## config.mk

```make
export PLATFORM = sky130hd
export DESIGN_NAME = fir_output_stage
export DESIGN_NICKNAME = d
export VERILOG_FILES = /design/src/rtl/fir_pkg.sv /design/src/rtl/fir_sample_fifo.sv /design/src/rtl/fir_output_stage.sv
export SDC_FILE = /design/constraint.sdc
export NUM_CORES = 1
export LEC_CHECK = 0
export CORE_MARGIN = 4
export CORE_UTILIZATION = 35
export DETAILED_ROUTE_END_ITERATION = 8
export DONT_BUFFER_PORTS = 1
export REMOVE_ABC_BUFFERS = 1
export SYNTH_ARGS = -nofsm -noshare
export SYNTH_HDL_FRONTEND = slang
export SYNTH_SLANG_ARGS = --single-unit
```

## constraint.sdc

```tcl
create_clock -name clk -period 3.33 [get_ports clk]
set_input_delay 0.666 -clock clk [delete_from_list [all_inputs] [get_ports clk]]
set_output_delay 0.666 -clock clk [all_outputs]
set_load 0.05 [all_outputs]
```

## src/rtl/fir_pkg.sv

```systemverilog
// Shared FIR output-stage types and the signed saturation helper.
// Latency: none (types and a combinational function only).
// Backpressure: not applicable.
package fir_pkg;

    typedef enum logic {
        ROUND_TRUNC   = 1'b0,
        ROUND_HALF_UP = 1'b1
    } round_mode_e;

    // Widest intermediate value the saturation helper accepts.
    localparam int SAT_MAX_W = 64;

    typedef struct packed {
        logic                        ovf;
        logic signed [SAT_MAX_W-1:0] value;
    } sat_res_t;

    // Clip a signed value to the range of a signed 'width'-bit number.
    // The result is still SAT_MAX_W wide. Its low 'width' bits hold the clipped sample.
    function automatic sat_res_t sat_signed(input logic signed [SAT_MAX_W-1:0] value,
                                            input int                          width);
        logic signed [SAT_MAX_W-1:0] hi;
        logic signed [SAT_MAX_W-1:0] lo;
        sat_res_t                    res;
        hi        = (64'sd1 <<< (width - 1)) - 64'sd1;
        lo        = -(64'sd1 <<< (width - 1));
        res.ovf   = 1'b0;
        res.value = value;
        if (value > hi) begin
            res.ovf   = 1'b1;
            res.value = hi;
        end else if (value < lo) begin
            res.ovf   = 1'b1;
            res.value = lo;
        end
        return res;
    endfunction

endpackage

```

## src/rtl/fir_sample_fifo.sv

```systemverilog
// Small synchronous show-ahead FIFO. The head word is visible on rd_data whenever the FIFO is not empty.
// Latency: a write at edge n is visible on rd_data/empty after edge n.
// Backpressure: exposes full/empty only. The parent decides what to do with a write while full.
module fir_sample_fifo #(
    parameter int WIDTH = 16,
    parameter int DEPTH = 4
) (
    input  logic             clk,
    input  logic             rst,
    input  logic             wr_en,
    input  logic [WIDTH-1:0] wr_data,
    input  logic             rd_en,
    output logic [WIDTH-1:0] rd_data,
    output logic             full,
    output logic             empty
);
    localparam int AW = $clog2(DEPTH);
    localparam int PW = AW + 1;

    logic [PW-1:0]    wr_ptr;
    logic [PW-1:0]    rd_ptr;
    logic [WIDTH-1:0] mem [DEPTH];
    logic             rd_fire;

    // An extra wrap bit on the pointers tells full apart from empty.
    assign empty   = (wr_ptr == rd_ptr);
    assign full    = (wr_ptr[AW] != rd_ptr[AW]) && (wr_ptr[AW-1:0] == rd_ptr[AW-1:0]);
    assign rd_fire = rd_en && !empty;
    assign rd_data = empty ? '0 : mem[rd_ptr[AW-1:0]];

    // Pointer update. A read on an empty FIFO is ignored.
    always_ff @(posedge clk or posedge rst) begin
        if (rst) begin
            wr_ptr <= '0;
            rd_ptr <= '0;
        end else begin
            if (wr_en) begin
                wr_ptr <= wr_ptr + PW'(1);
            end
            if (rd_fire) begin
                rd_ptr <= rd_ptr + PW'(1);
            end
        end
    end

    // Storage write. When full, a simultaneous read frees the slot being overwritten.
    always_ff @(posedge clk or posedge rst) begin
        if (rst) begin
            for (int i = 0; i < DEPTH; i++) begin
                mem[i] <= '0;
            end
        end else if (wr_en) begin
            mem[wr_ptr[AW-1:0]] <= wr_data;
        end
    end

endmodule

```

## src/rtl/fir_output_stage.sv

```systemverilog
// Decimates the FIR result, then rounds, shifts and saturates it and buffers it for a valid/ready consumer.
// Latency: kept valid_in sampled at edge n+1 into the stage register, then written to the FIFO at edge n+2.
// Backpressure: none upstream. A kept sample meeting a full FIFO with no read is dropped and ovf_sticky is set.
module fir_output_stage
    import fir_pkg::*;
#(
    parameter int          DIN_WIDTH  = 26,
    parameter int          DOUT_WIDTH = 16,
    parameter int          SHIFT      = 10,
    parameter round_mode_e ROUND_MODE = ROUND_HALF_UP,
    parameter int          DECIM      = 1,
    parameter int          FIFO_DEPTH = 4
) (
    input  logic                         clk,
    input  logic                         rst,
    input  logic                         valid_in,
    input  logic signed [DIN_WIDTH-1:0]  din,
    output logic                         m_valid,
    input  logic                         m_ready,
    output logic signed [DOUT_WIDTH-1:0] m_data,
    input  logic                         clr_status,
    output logic                         sat_sticky,
    output logic                         ovf_sticky
);
    localparam int                      EXT_W   = DIN_WIDTH + 1;
    localparam int                      RND_POS = (SHIFT > 0) ? SHIFT - 1 : 0;
    localparam logic signed [EXT_W-1:0] RND_ADD =
        ((ROUND_MODE == ROUND_HALF_UP) && (SHIFT > 0)) ? (EXT_W'(1) << RND_POS) : '0;

    logic                    keep;
    logic signed [EXT_W-1:0] din_ext;
    logic signed [EXT_W-1:0] rounded;
    logic signed [EXT_W-1:0] shifted;
    sat_res_t                sat_r;
    logic                    unused_sat_hi;

    logic                    stage_vld;
    logic [DOUT_WIDTH-1:0]   stage_dat;
    logic                    stage_sat;

    logic                    fifo_full;
    logic                    fifo_empty;
    logic                    fifo_rd;
    logic                    fifo_wr;
    logic                    drop;

    generate
        if (DECIM > 1) begin : g_decim
            localparam int PHW = $clog2(DECIM);
            logic [PHW-1:0] phase;

            // Phase advances only on valid_in. Gaps in the stream do not consume a phase.
            always_ff @(posedge clk or posedge rst) begin
                if (rst) begin
                    phase <= '0;
                end else if (valid_in) begin
                    phase <= (phase == PHW'(DECIM - 1)) ? '0 : phase + PHW'(1);
                end
            end

            assign keep = valid_in && (phase == '0);
        end else begin : g_nodecim
            assign keep = valid_in;
        end
    endgenerate

    // Requantise: widen by one bit so the rounding add cannot wrap, then shift and clip.
    always_comb begin
        din_ext = {din[DIN_WIDTH-1], din};
        rounded = din_ext + RND_ADD;
        shifted = rounded >>> SHIFT;
        sat_r   = sat_signed({{(SAT_MAX_W - EXT_W){shifted[EXT_W-1]}}, shifted}, DOUT_WIDTH);
    end

    // After clipping, the bits above DOUT_WIDTH are only sign copies and carry no information.
    assign unused_sat_hi = ^sat_r.value[SAT_MAX_W-1:DOUT_WIDTH];

    // Single requant register. The sat flag travels with its sample.
    always_ff @(posedge clk or posedge rst) begin
        if (rst) begin
            stage_vld <= 1'b0;
            stage_dat <= '0;
            stage_sat <= 1'b0;
        end else begin
            stage_vld <= keep;
            if (keep) begin
                stage_dat <= sat_r.value[DOUT_WIDTH-1:0];
                stage_sat <= sat_r.ovf;
            end
        end
    end

    // A read in the same cycle frees a slot, so a full FIFO only drops when nothing drains.
    assign fifo_rd = m_ready && !fifo_empty;
    assign drop    = stage_vld && fifo_full && !fifo_rd;
    assign fifo_wr = stage_vld && !drop;
    assign m_valid = !fifo_empty;

    fir_sample_fifo #(
        .WIDTH (DOUT_WIDTH),
        .DEPTH (FIFO_DEPTH)
    ) u_fifo (
        .clk     (clk),
        .rst     (rst),
        .wr_en   (fifo_wr),
        .wr_data (stage_dat),
        .rd_en   (fifo_rd),
        .rd_data (m_data),
        .full    (fifo_full),
        .empty   (fifo_empty)
    );

    // Sticky status. A new event in the same cycle as clr_status wins over the clear.
    always_ff @(posedge clk or posedge rst) begin
        if (rst) begin
            sat_sticky <= 1'b0;
            ovf_sticky <= 1'b0;
        end else begin
            sat_sticky <= (fifo_wr && stage_sat) || (sat_sticky && !clr_status);
            ovf_sticky <= drop || (ovf_sticky && !clr_status);
        end
    end

endmodule

```

==> results of run 1 <==
## logic make-up (layout without fill, tap and decap cells)
logic type / after synthesis / count (layout)
flops: 90 / 90
xor+xnor: 21 / 21
fa+ha+maj: 6 / 6
buf+inv: 21 / 40
simple gates: 83 / 83
mux: 81 / 81
compound gates: 22 / 22
## synthesized netlist by cell type, drive strengths merged
cell	n	share of area [%]
nor2	20	1.7
dfrtp	90	49
nor2b	10	1.4
a21oi	16	2.4
mux2	65	19
xnor2	15	2.9
and3	4	0.54
nand4	7	1.1
nand4b	1	0.19
and2b	7	1.1
nor3	1	0.11
nand2	19	3.0
or4	1	0.24
clkbuf	5	0.41
xor2	6	1.5
nand3	8	0.87
o21ai	4	0.44
nor4	2	0.41
inv	7	0.57
nand2b	1	0.14
o211ai	1	0.16
o31ai	1	0.16
nor3b	1	0.16
mux4	16	7.8
and4	1	0.19
ha	6	1.6
buf	9	2.8
## worst max-delay path by stage
stage	end	slack [ps]	startpoint	cells after the start
5_1_grt	m_data[12]	290	u_fifo.rd_ptr[1]$_DFFE_PP0P_	3
3_5_place_dp	m_data[12]	760	u_fifo.rd_ptr[1]$_DFFE_PP0P_	3
6_report	m_data[12]	420	u_fifo.rd_ptr[1]$_DFFE_PP0P_	3
3_3_place_gp	m_data[12]	770	u_fifo.rd_ptr[1]$_DFFE_PP0P_	3
2_1_floorplan	u_fifo.rd_ptr[1]$_DFFE_PP0P_	130	u_fifo.rd_ptr[0]$_DFFE_PP0P_	5
4_1_cts	m_data[12]	370	u_fifo.rd_ptr[1]$_DFFE_PP0P_	3
## report_power, final
part / internal (mW) / switching (mW) / total, mW
clock network: 0.642 / 0.423 / 1.06
registers: 1.56 / 0.330 / 1.89
logic: 1.36 / 1.76 / 3.12
## critical path, cell delays in order (launching register included)
cell     delay, ps
dfrtp_1        710
buf_4          330
mux4_2         510
and2b_1        350
## layer usage
layer | global-route usage [%] | share of wire, % | vias up
met5 | 0 | 0 | -
met4 | 4.199 | 0.96 | 0
met3 | 5.346 | 6.2 | 7
met2 | 21.13 | 48 | 37
met1 | 18.31 | 45 | 1308
li1 | - | - | 1178
## area by class of cell
class	count	area (sq um)
timing repair buffer	17	127.6
clock buffer	12	266.5
clock inverter	4	48.80
fill	1231	7606
sequential	90	2252
tap	172	215.2
multi-input combinational	213	2178
inverter	7	27.53
## metrics by stage
step | hold WS (ps) | total power, mW
2_1_floorplan | 441.8 | 4.349
3_3_place_gp | 468.8 | 4.984
3_5_place_dp | 479.6 | 5.055
4_1_cts | 285.8 | 6.141
5_1_grt | 322.7 | 6.380
6_report | 267.9 | 6.070
## state kept, by name, summed over array words and instances, names as in the netlist
signal,cells
ovf_sticky,1
sat_sticky,1
stage_vld,1
u_fifo.wr_ptr,3
u_fifo.mem,64
stage_dat,16
stage_sat,1
u_fifo.rd_ptr,3
## placed cells by master (no fill, tap or decap), types with 2 or more instances in the layout
master     instances
dfrtp_1           90
a21oi_1            8
xor2_1             4
buf_4             17
clkbuf_16          9
nand2_1           15
ha_1               6
mux2_2            26
and3_1             4
nand2_8            4
inv_1              6
o21ai_0            4
nor2b_1            9
mux4_2            16
mux2_4            39
a21oi_2            8
xnor2_1           15
nor2_1            18
nand3_1            8
nor2_2             2
and2b_1            7
clkbuf_8           3
nand4_1            6
clkinv_2           3
xor2_2             2
==> impl_metrics.yaml, run 1 <==
setup_path:
  startpoint_type: "flop"
  path_class: "reg -> out"
  timing.rr.start: "u_fifo.rd_ptr[1]$_DFFE_PP0P_"
  critPathMaxFanout: 11
  worstPathArrival_ps: 2240
  r2r_end: "u_fifo.mem[4]$_DFFE_PP0P_"
  r2r_setup_slack_ps: 780
  cp.required_ps: 2660
  r2r_cells: 5
  end_kind: "primary output"
synth:
  yosysSeqAreaShare_pct: 48.95
  synth_top_family_by_area: "multiplexers"
  synth-simple-area-share_pct: 11.20
  syn_inst: 324
  netlist_area_sq_um: 4601
  synth_seq_cells: 90
  post_synth.cell_area_avg_sq_um: 14.20
  muxShareOfSynthArea_pct: 26.92
  ys.warnings.count: 0
  synth_cell_types: 37
  synthAdderAreaFrac_pct: 1.632
  synth_compound_area_share_pct: 3.155
  synthXorXnorAreaFrac_pct: 4.324
detailed_routing:
  viasPerCell: 4.913
  via_count: 2530
  drc: 0
  drt-wirelength-per-cell_um: 18.62
  firstDrtPassIters: 4
  final_antenna_net_count: 0
  dr.first_iter.drc_count: 138
  drt-total-wl_um: 9590
sta:
  setup_tns_ps: 0
  fin_crit_sh_pct: 87.25
  max_slew_margin_pct: 36.09
  worstMarginPinSlew_ps: 954.3
  setup_viol: 0
  finalHoldViolations: 0
  final.setup.worst_slack_ps: 424.7
  rsz0062_at_grt: "no"
  final_max_slew_viol_count: 0
  skew_ps: 6.680
  fin_crit_ps: 2905
  max_freq_mhz: 344.2
finish:
  fin_cells: 515
  diodes: 0
  final_cell_area_sq_um: 5116
  fin_util_pct: 40.21
  drive_above_1_share_pct: 39.65
  nNetsFinal: 375
  synthToLayoutAreaGrowth_pct: 11.20
global_routing:
  grt_max_degree: 39
  grt_antenna_before_repair: 0
  grt_pass1_vias: 2689
  grt_pass1_wl_um: 15460
  grt.total_usage_pct: 13.85
  gr-total-overflow: 0
clock_network:
  clkLatencyLatePin_ps: 340
  root_buffer: "clkbuf_16"
  postCtsSetupRepairBufs: 0
  cts_tree: "done"
  post_cts_resized: 0
  clkSinkCount: 90
  cts_buffers: 9
  h-tree-depth: 3
  clkTransAtPathRegs_ps: 60
  cts_max_path_buffers: 2
  cts_hold_buffers: 0
place:
  dp_hpwl_um: 6536
  place.gp.congestion: 0.7799
  placed_cells: 499
  dpl_cell_area_sq_um: 4801
  dp_slack_ps: 755.5
  portBuffers: 0
die:
  rows: 41
  pin_count: 50
  core_area_sq_um: 12720
  die_x_um: 122.7
  die_h_um: 122.7
  dieArea_sq_um: 15040
  initial_core_util_pct: 36.16
hold_path:
  hold_path.class: "in -> async"
pwr:
  ir_drop_mv: 0.6045
  power_leakage_nw: 2.196
  p_per_area_nw_per_um2: 1187
outcome:
  outcome: "finished clean"
job:
  max_cap_violations: 0
(Power assumes the default switching activity.)
==> run 2: changes to the inputs <==
--- a/config.mk
+++ b/config.mk
@@ -7,8 +7,10 @@
 export LEC_CHECK = 0
 export CORE_MARGIN = 4
 export CORE_UTILIZATION = 35
+export CTS_CLUSTER_SIZE = 16
 export DETAILED_ROUTE_END_ITERATION = 8
 export DONT_BUFFER_PORTS = 1
+export GPL_TIMING_DRIVEN = 0
 export REMOVE_ABC_BUFFERS = 1
 export SYNTH_ARGS = -nofsm -noshare
 export SYNTH_HDL_FRONTEND = slang
==> run 2 against run 1 <==
  * Cell count shrank 2.9%
  * Clock skew is 2.4 ps lower
  * Global-route usage down 0.41 points
  * Sequential cell count unchanged
  * Critical endpoint is now m_data[3]
  * Largest power group unchanged
==> impl_metrics.yaml, run 2 (same netlist as run 1, synthesis figures left out) <==
die:
  pin_count: 50
  dieArea_sq_um: 15040
  core_area_sq_um: 12720
  die_h_um: 122.7
  die_x_um: 122.7
  rows: 41
  initial_core_util_pct: 36.16
finish:
  diodes: 0
  n_fill_cell: 1231
  fin_util_pct: 39.64
  nNetsFinal: 360
  top_regs: "u_fifo.mem: 64 flops, stage_dat: 16 flops"
  largest_reg_flops: 64
  top_register: "u_fifo.mem"
  synthToLayoutAreaGrowth_pct: 9.627
  layout_common_cells: "88 x dfrtp_1, 39 x mux2_4, 26 x mux2_2"
  multiInputGateArea_sq_um: 2178
  final_common_cell: "dfrtp_1"
  final_cell_area_sq_um: 5044
  drive_above_1_share_pct: 37.50
  seq_area_sq_um: 2257
setup_path:
  critPathMaxStageDelay_ps: 770
  critPathMaxFanout: 19
  worstSetupStartpoint: "u_fifo.rd_ptr[1]$_DFFE_PP0P_"
  cp.required_ps: 2660
  worstPathArrival_ps: 2520
  startpoint_type: "flop"
  timing.rr.start: "u_fifo.rd_ptr[1]$_DFFE_PP0P_"
  critical_path.top_delay_family: "simple AND/OR/NAND/NOR gates"
  end_kind: "primary output"
  cp.buffers_inverters: 1
  path_cells: "xor2_2 > nor3b_2 > buf_6 > and2b_1"
  cp_slowest_cell: "dfrtp_2"
  path_class: "reg -> out"
detailed_routing:
  drt-wirelength-per-cell_um: 18.47
  firstDrtPassIters: 4
  final_antenna_net_count: 0
  drc: 0
  drt-total-wl_um: 9236
  via_count: 2481
  viasPerCell: 4.962
  dr.first_iter.drc_count: 175
outcome:
  outcome: "finished clean"
clock_network:
  root_buffer: "clkbuf_16"
  cts_max_path_buffers: 2
  clkLatencyLatePin_ps: 330
  clkSinkCount: 90
  cts_tree: "done"
  clkTransAtPathRegs_ps: 70
  h-tree-depth: 3
  cts_buffers: 9
global_routing:
  grt_antenna_before_repair: 0
  grt_max_degree: 47
  grt_pass1_vias: 2663
  gr-total-overflow: 0
  grt.total_usage_pct: 13.44
  grt_pass1_wl_um: 15300
sta:
  skew_ps: 4.299
  rsz0062_at_grt: "no"
  holdWs_ps: 261.6
  max_slew_margin_pct: 35.88
  setup_viol: 0
  fin_crit_sh_pct: 95.68
  final_max_slew_viol_count: 0
  finalHoldViolations: 0
  max_freq_mhz: 313.9
  fin_crit_ps: 3186
  worstMarginPinSlew_ps: 959.8
  setup_tns_ps: 0
pwr:
  power_leakage_nw: 2.133
  ir_drop_mv: 0.5506
  combPwrFrac_pct: 47.2
  power_frac_clock_pct: 18.8
  netSwitchingPower_mw: 2.464
  pwr-share-seq_pct: 34.1
  p_per_area_nw_per_um2: 1159
  intPower_mw: 3.384
  sw_frac_of_total_pct: 42.13
place:
  portBuffers: 0
  dpl_cell_area_sq_um: 4713
  place.gp.congestion: 0.7527
  dp_hpwl_um: 6232
job:
  max_cap_violations: 0
hold_path:
  hold_path.class: "in -> async"
run 2: power by group through the flow:
| stage | Clock (mW) | Sequential (mW) | Combinational [mW] |
|---|---|---|---|
| after floorplan | 0 | 1.86 | 2.49 |
| after global placement | 0 | 1.97 | 2.73 |
| after detailed placement | 0 | 2.00 | 2.80 |
| after CTS | 1.13 | 1.99 | 2.81 |
| after global routing | 1.18 | 2.06 | 2.93 |
| final | 1.10 | 1.99 | 2.76 |
run 2: repair_timing:
action                     CTS  global route
setup buffers                0             0
resized for setup            3             0
setup endpoints to repair   17             0
hold buffers                 0             0
run 2: cell type report:
type	count	area share, %
clock buffer	9	4.465
timing repair buffer	2	0.7690
sequential	90	44.75
tap	172	4.267
clock inverter	7	1.985
inverter	7	0.5706
multi-input combinational	213	43.19
run 2: worst reg2reg max path, delay by kind of cell, from the launching register on:
kind                   cells  cell delay, ps
XOR/XNOR                   1             180
buffers and inverters      2             480
flip-flops                 1             770
AND/OR/NAND/NOR            2             820
multiplexers               1             340
run 2: metrics by stage:
step           worst slack (ps)  power, mW  cells
2_1_floorplan             133.1      4.349    310
3_3_place_gp              -1982      4.698    482
3_5_place_dp             -81.09      4.806    484
4_1_cts                   100.9      5.930    500
5_1_grt                   9.152      6.169    500
6_report                  144.0      5.848    500
run 2: worst paths after layout:
| check | cells after the start | end | slack (ps) |
|---|---|---|---|
| worst min-delay path | 1 | u_fifo.mem[34]$_DFFE_PP0P_ | 260 |
| worst min register to register | 2 | ovf_sticky$_DFF_PP0_ | 490 |
| max in group asynchronous | 2 | u_fifo.rd_ptr[0]$_DFFE_PP0P_ | 2420 |
| worst max register to register | 6 | u_fifo.rd_ptr[1]$_DFFE_PP0P_ | 620 |
| worst max-delay path | 4 | m_data[3] | 140 |
| min in group clk | 0 | stage_vld$_DFF_PP0_ | 360 |
run 2: routing by layer:
| layer | share of wire [%] | GRT usage [%] | up-vias |
|---|---|---|---|
| li1 | - | - | 1143 |
| met1 | 43 | 17.21 | 1298 |
| met2 | 49 | 21.88 | 33 |
| met3 | 6.5 | 5.115 | 7 |
| met4 | 0.82 | 2.729 | 0 |
| met5 | 0 | 0 | - |
